===== src/rtl/waterfall_wr_ctrl.sv =====
// Write-side controller for the two-bank waterfall spectrogram RAM.
// Keeps the lower half of each FFT frame in a ring of rows and publishes the oldest row only at vblank.
module waterfall_wr_ctrl #(
   parameter int NO_BANKS       = 2,
   parameter int RAM_ADDR_WIDTH = 12,
   parameter int NO_FFTS        = 50,
   parameter int FFT_SIZE       = 256,
   parameter int DATA_W         = 4
) (
   input  logic                       clk,
   input  logic                       rst_n,
   input  logic                       s_valid,
   output logic                       s_ready,
   input  logic [DATA_W-1:0]          s_data,
   input  logic                       s_last,
   input  logic                       vblank,
   output logic                       wr_en,
   output logic [NO_BANKS-1:0]        wr_bank_select,
   output logic [RAM_ADDR_WIDTH-1:0]  wr_address,
   output logic [DATA_W-1:0]          wr_data,
   output logic [$clog2(NO_FFTS)-1:0] oldest_fft_idx,
   output logic                       frame_err
);

   localparam int IDX_W = $clog2(NO_FFTS);
   localparam int HALF  = FFT_SIZE / 2;
   localparam int BIN_W = $clog2(HALF);
   localparam int CNT_W = $clog2(FFT_SIZE);

   typedef enum logic [1:0] {
      ACCEPT  = 2'd0,
      COMMIT  = 2'd1,
      WAIT_VB = 2'd2
   } state_t;

   state_t                    state_q, state_d;
   logic [IDX_W-1:0]          wr_idx_q, wr_idx_d;
   logic [IDX_W-1:0]          pending_q, pending_d;
   logic [IDX_W-1:0]          oldest_q, oldest_d;
   logic [CNT_W-1:0]          bin_cnt_q, bin_cnt_d;
   logic                      s_ready_q, s_ready_d;
   logic                      vblank_dly_q, vblank_dly_d;
   logic                      wr_en_q, wr_en_d;
   logic [NO_BANKS-1:0]       bank_q, bank_d;
   logic [RAM_ADDR_WIDTH-1:0] addr_q, addr_d;
   logic [DATA_W-1:0]         data_q, data_d;
   logic                      err_q, err_d;
   logic                      xfer;
   logic                      vb_rise;

   always_comb begin
      state_d      = state_q;
      wr_idx_d     = wr_idx_q;
      pending_d    = pending_q;
      oldest_d     = oldest_q;
      bin_cnt_d    = bin_cnt_q;
      vblank_dly_d = vblank;
      wr_en_d      = 1'b0;
      bank_d       = '0;
      addr_d       = '0;
      data_d       = '0;
      err_d        = 1'b0;
      xfer         = s_valid & s_ready_q;
      vb_rise      = vblank & ~vblank_dly_q;

      case (state_q)
         ACCEPT: begin
            if (xfer) begin
               if (bin_cnt_q < CNT_W'(HALF)) begin
                  wr_en_d = 1'b1;
                  bank_d  = NO_BANKS'(1) << wr_idx_q[IDX_W-1];
                  addr_d  = RAM_ADDR_WIDTH'({wr_idx_q[IDX_W-2:0], bin_cnt_q[BIN_W-1:0]});
                  data_d  = s_data;
               end
               // Beat count, not s_last, ends a frame; a missing s_last still commits.
               if (bin_cnt_q == CNT_W'(FFT_SIZE - 1)) begin
                  err_d     = ~s_last;
                  bin_cnt_d = '0;
                  state_d   = COMMIT;
               end else if (s_last) begin
                  err_d     = 1'b1;
                  bin_cnt_d = '0;
               end else begin
                  bin_cnt_d = bin_cnt_q + CNT_W'(1);
               end
            end
         end
         COMMIT: begin
            pending_d = (wr_idx_q == IDX_W'(NO_FFTS - 1)) ? '0 : wr_idx_q + IDX_W'(1);
            wr_idx_d  = pending_d;
            bin_cnt_d = '0;
            state_d   = WAIT_VB;
         end
         WAIT_VB: begin
            if (vb_rise) begin
               oldest_d = pending_q;
               state_d  = ACCEPT;
            end
         end
         default: state_d = ACCEPT;
      endcase

      // Registered so s_ready stays low through reset and rises one cycle after release.
      s_ready_d = (state_d == ACCEPT);
   end

   always_ff @(posedge clk or negedge rst_n) begin
      if (!rst_n) begin
         state_q      <= ACCEPT;
         wr_idx_q     <= '0;
         pending_q    <= '0;
         oldest_q     <= '0;
         bin_cnt_q    <= '0;
         s_ready_q    <= 1'b0;
         vblank_dly_q <= 1'b0;
         wr_en_q      <= 1'b0;
         bank_q       <= '0;
         addr_q       <= '0;
         data_q       <= '0;
         err_q        <= 1'b0;
      end else begin
         state_q      <= state_d;
         wr_idx_q     <= wr_idx_d;
         pending_q    <= pending_d;
         oldest_q     <= oldest_d;
         bin_cnt_q    <= bin_cnt_d;
         s_ready_q    <= s_ready_d;
         vblank_dly_q <= vblank_dly_d;
         wr_en_q      <= wr_en_d;
         bank_q       <= bank_d;
         addr_q       <= addr_d;
         data_q       <= data_d;
         err_q        <= err_d;
      end
   end

   assign s_ready        = s_ready_q;
   assign wr_en          = wr_en_q;
   assign wr_bank_select = bank_q;
   assign wr_address     = addr_q;
   assign wr_data        = data_q;
   assign oldest_fft_idx = oldest_q;
   assign frame_err      = err_q;

endmodule

===== config.mk =====
export PLATFORM = sky130hd
export DESIGN_NAME = waterfall_wr_ctrl
export DESIGN_NICKNAME = d
export VERILOG_FILES = /design/src/rtl/waterfall_wr_ctrl.sv
export SDC_FILE = /design/constraint.sdc
export NUM_CORES = 1
export LEC_CHECK = 0
export ABC_AREA = 0
export ABC_CLOCK_PERIOD_IN_PS = 3750
export BUFFER_PORTS_ARGS = -buffer_cell sky130_fd_sc_hd__buf_2
export CAP_MARGIN = 0
export CORE_UTILIZATION = 55
export CTS_BUF_LIST = sky130_fd_sc_hd__clkbuf_4 sky130_fd_sc_hd__clkbuf_8 sky130_fd_sc_hd__clkbuf_16
export CTS_CLUSTER_DIAMETER = 60
export CTS_CLUSTER_SIZE = 30
export DETAILED_ROUTE_END_ITERATION = 10
export GPL_ROUTABILITY_DRIVEN = 0
export PLACE_DENSITY_LB_ADDON = 0.2
export SLEW_MARGIN = 20
export SYNTH_ARGS = -nofsm -noshare
export SYNTH_HDL_FRONTEND = slang
export SYNTH_SLANG_ARGS = --single-unit

===== constraint.sdc =====
create_clock -name clk -period 3.75 [get_ports clk]
set_input_delay 0.5625 -clock clk [delete_from_list [all_inputs] [get_ports clk]]
set_output_delay 0.5625 -clock clk [all_outputs]
set_load 0.05 [all_outputs]

# [Word level (Yosys, flattened, before mapping)]
# Cells that the tools add are included.
[word_totals] n_memories=0 mem_bits_ro=0 latch_bits=0 ram_bits=0 word_cells=54 in_bits=9 out_inout_bits=27 reg_bits=44
[op_classes] n_eq_ne=5 reduce_logical=5 n_mul=0 n_bitwise=4 shifts=1 mux=25 addsub=2 n_div=0 order_cmp=1
[ops] cell="$mux W12" count=3
[ops] cell="$mux W8" count=3
[ops] cell="$pmux W8 S2" count=1
[ops] cell="$mux W2" count=6
[ops] cell="$mux W4" count=3
[ops] cell="$add A8 B1 Y8 const B" count=1
[ops] cell="$eq A8 B8 Y1 const B" count=1
[ops] cell="$lt A8 B8 Y1 const B" count=1
[ops] cell="$mux W1" count=7
[ops] cell="$add A6 B1 Y6 const B" count=1
[ops] cell="$eq A6 B6 Y1 const B" count=1
[ops] cell="$mux W6" count=1
[ops] cell="$pmux W2 S3" count=1
[ops] cell="$logic_not A2 Y1" count=2
[ops] cell="$reduce_and A2 Y1" count=2
[ops] cell="$and A1 B1 Y1" count=2
[ops] cell="$eq A2 B1 Y1 const B" count=1
[ops] cell="$eq A2 B2 Y1 const B" count=1
[ops] cell="$ne A2 B2 Y1 const B" count=1
[ops] cell="$not A1 Y1" count=2
[ops] cell="$reduce_bool A2 Y1" count=1
[ops] cell="$shl A1 B1 Y2 const A" count=1

# [Logic depth before layout (Yosys ltp)]
[logic_depth] ltp_word=5 mapped_depth=6 ltp_nobuf=5

# [Worst setup path before layout]
# No wires, ideal clock.
[synth_timing] kind="register -> register" startpoint="register s_ready_q, in the netlist s_ready" endpoint="register bin_cnt_q[5]" required_ns=3.625 path_slack_ns=2.246 path_buffers=0 arrival_ns=1.379 synth_period_minus_slack_ns=1.504 path_stages_with_launch=5 setup_time_ns=0.125 path_cell_list="dfrtp_1 -> a21oi_1 -> nor4b_2 -> xnor2_1 -> nor2_1"
[synth_between] elab_chain_len=3
[synth_lines] item="start: declaration" line_no="41" text="logic s_ready_q, s_ready_d;"
[synth_lines] item="start signal: assignment" line_no="127" text="s_ready_q <= s_ready_d;"
[synth_lines] item="$and A1 B1 Y1" line_no="63" text="xfer = s_valid & s_ready_q;"
[synth_lines] item="$ne A2 B2 Y1 (no line)"
[synth_lines] item="$reduce_and A2 Y1 (no line)"
[synth_lines] item="end signal: assignment" line_no="126" text="bin_cnt_q <= bin_cnt_d;"
[synth_lines] item="end: declaration" line_no="40" text="logic [CNT_W-1:0] bin_cnt_q, bin_cnt_d;"
# Every way passes these cells.
# A chain may end at the register's enable or synchronous reset.

# [Final worst setup path]
[layout_timing] startpoint="register state_q[1]" endpoint="register bin_cnt_q[7]"
[layout_between] elab_chain_len=3 word_cells_on_any_way=6 classes_between="eq/ne (2); mux (1); reduce/logical (3)"
[layout_lines] item="start: declaration" line_no="36" text="state_t state_q, state_d;"
[layout_lines] item="start signal: assignment" line_no="122" text="state_q <= state_d;"
[layout_lines] item="$eq A2 B1 Y1 or $logic_not A2 Y1 (tied branches)" line_no="66" text="case (state_q)"
[layout_lines] item="$reduce_bool A2 Y1 (no line) or $ne A2 B2 Y1 (tied branches)"
[layout_lines] item="$reduce_and A2 Y1 (no line)"
# Parallel ways exist; a longest one is shown, timed or not.

==> summary.txt <==
Floorplanning
  • Die ar.: 0.00356 mm²
  • Std-Cell Rows: 20
  • Core box area: 0.00310 mm²
  • Die width: 59.7 µm
  • IO Count: 36
  • Initial core utilization: 0.589
  • DIE HEIGHT: between 50 and 60 µm

Timing
  • Final setup margin: 1.95 ns
  • Crit path time final: approximately 1.8 ns
  • Final Hold Fails: 0
  • Hold slack: 0.328 ns
  • Worst Clk Skew: 0.0148 ns
  • Fin. max-slew vios: 0
  • Endpoints failing setup: 0
  • RSZ-0062 raised after global routing: false
  • Fin Setup TNS: 0 ns
  • Max frequency: 555 MHz
  • Max_slew headroom: 0.402
  • Slew @ Worst Pin: 0.898 ns
  • Period utilisation layout: 0.481

Synthesis
  • Mapped Nets: 162
  • Post-synth EDFFs: 0
  • Largest cells by area after synthesis: dfrtp_1 (60%), and2_1 (5.5%), mux2_2 (3.7%), nor2_1 (2.9%), xnor2_1 (2.9%)
  • Syn. warnings: 0
  • Gate Count Post-Synth: 150
  • Synth Area per Inst: ~12 µm²
  • Synth Flop Type: dfrtp_1
  • Distinct cell type count after synthesis: 34
  • Yosys top cell area share: 0.602
  • FF+latch count, synth: 44
  • Yosys top cell by area: dfrtp_1
  • Sequential-to-total area share from yosys stat: 0.602
  • Synthesized area: 0.00183 mm²
  • Ys async rst share: 1.00

Layout
  • Most common cell after layout, fill and taps aside: dfrtp_1
  • Layout cells sized above 1: 0.307
  • Nets: 200
  • Number of diodes: 0
  • Commonest non-fill, non-tap cells in the layout: dfrtp_1 (44), buf_2 (35), and2_1 (16)
  • Final Cell Area: around 0.0021 mm²
  • P&R area growth vs syn: 15.2%

Place
  • Worst slack, placed: 1.95 ns
  • Buffers on Ports: 35
  • HPWL after DPL: 2170 µm
  • Placed Area: 0.00203 mm²

Worst setup path
  • Startpoint types: register
  • Critical path class: reg2reg
  • Critical path's slowest cell: nand4bb_1
  • Crit-path max cell delay: 0.56 ns
  • Reg2Reg Setup Slack: just under 2 ns
  • Crit. End Element: register
  • Worst Path Max Fanout: 11
  • Crit path cell chain: nand4bb_1, a211oi_4, a21oi_1, a31oi_1
  • CP Data Required Time: 4.01 ns
  • Worst Path Arrival: 2.06 ns

Clocking
  • Clock Tree Buf Depth: 2
  • CTS Hold Bufs: 0
  • H-Tree Depth: 2
  • Cell chosen for the clock root: clkbuf_4
  • CTS Buf Count: 5
  • Cts repair resizes: 0
  • Worst skew pair latency: around 0.35 ns
  • Post-CTS setup buffer count: 0
  • CTS tree: built
  • Clock-pin slew on the worst setup and hold paths: 0.12 ns
  • Clock Sink Count: 44

Routing
  • DR vias/cell: approximately 5.3
  • Routed vias: between 1000 and 1500
  • # DRC: 0
  • DRT iter0 DRCs: 25
  • Pre-antenna DRT Iters: 4
  • Drt wl/cell: 13.1 µm
  • Final wirelength: 3050 µm
  • DRT antenna net count: 0

Worst hold path
  • Hold Crit Class: in2async

Pwr
  • P_int: 0.652 mW
  • Clock network power share: 0.335
  • Switching Fraction: 0.231
  • Pwr Total: 0.848 mW
  • Leakage power: 1.04 nW
  • Pwr dens: 403 mW/mm²
  • Part of the power in combinational logic: 0.081
  • Sequential group share of total power: 0.584
  • VDD IR-drop max: 241 µV
  • Psw: 0.196 mW

Global route
  • Largest net degree at the start of global routing: 45
  • GRT Total Usage: 0.197
  • Gr ovfl total: 0
  • Vias in the first global route: roughly 1200
  • Initial antenna violation count: 0
  • First-pass GRT wire length: roughly 5100 µm

Status
  • Status: finished clean

Run
  • Max cap viols: 0
through the flow:
step | instances | util
after floorplan | 150 | -
after global placement | 225 | 0.653
after detailed placement | 225 | 0.653
after CTS | 233 | 0.679
after global routing | 233 | 0.679
final | 233 | 0.679
power groups by stage:
stage               Sequential [mW]  Combinational (mW)  Clock, mW
floorplan                     0.528              0.0222          0
global placement              0.504              0.0692          0
detailed placement            0.505              0.0700          0
CTS                           0.496              0.0700      0.291
global route                  0.497              0.0760      0.309
finish                        0.495              0.0687      0.284
per-layer routing:
metal  wire length, µm  global-route usage
met2              1450               0.322
met4                44              0.0831
met3               185              0.0541
met5                 0                   0
met1              1370               0.248
critical path: cells and delay by family, from the launching register on:
family          cells  cell delay [ns]
flops               1             0.54
compound gates      3             0.64
simple gates        1             0.56
registers in the layout (all words and copies together), names as in the netlist:
register	count
s_ready	1
frame_err	1
wr_address	12
pending_q	6
oldest_fft_idx	6
bin_cnt_q	8
state_q	2
wr_en	1
vblank_dly_q	1
wr_bank_select	2
wr_data	4
path summary, 6_finish.rpt:
check | startpoint | endpoint | cells past startpoint
max reg2reg | state_q[1] | bin_cnt_q[7] | 4
min | rst_n | wr_en | 1
min reg2reg | oldest_fft_idx[0] | oldest_fft_idx[0] | 1
max in group asynchronous | rst_n | oldest_fft_idx[1] | 1
min in group clk | vblank | vblank_dly_q | 1
max | state_q[1] | bin_cnt_q[7] | 4
layout make-up:
type                    count  area (µm²)
inverters                   1        3.75
flip-flops and latches     44        1100
multi-input cells         101         691
clock inverters             2        35.0
fillers                   267         997
repair buffers             35         175
well taps                  44        55.1
clock buffers               6        45.0
Yosys cell counts (2+ instances only):
| cell | instances |
|---|---|
| buf_6 | 2 |
| a21oi_1 | 4 |
| xnor2_1 | 6 |
| nor2b_1 | 2 |
| buf_2 | 2 |
| nand2_1 | 10 |
| nand3_1 | 7 |
| ha_1 | 3 |
| mux2_2 | 6 |
| nand4_1 | 3 |
| nor3_1 | 5 |
| o21ai_2 | 2 |
| o21ai_0 | 6 |
| dfrtp_1 | 44 |
| nor2_1 | 14 |
| and2_1 | 16 |
logic make-up after synthesis:
group / synth area share
AND/OR/NAND/NOR: 0.221
flip-flops: 0.602
adder cells (fa/ha/maj): 0.0205
multiplexers: 0.0424
XOR/XNOR: 0.0335
buffers and inverters: 0.0198
AO/OA/AOI/OAI: 0.0602
(Power assumes the default switching activity.)
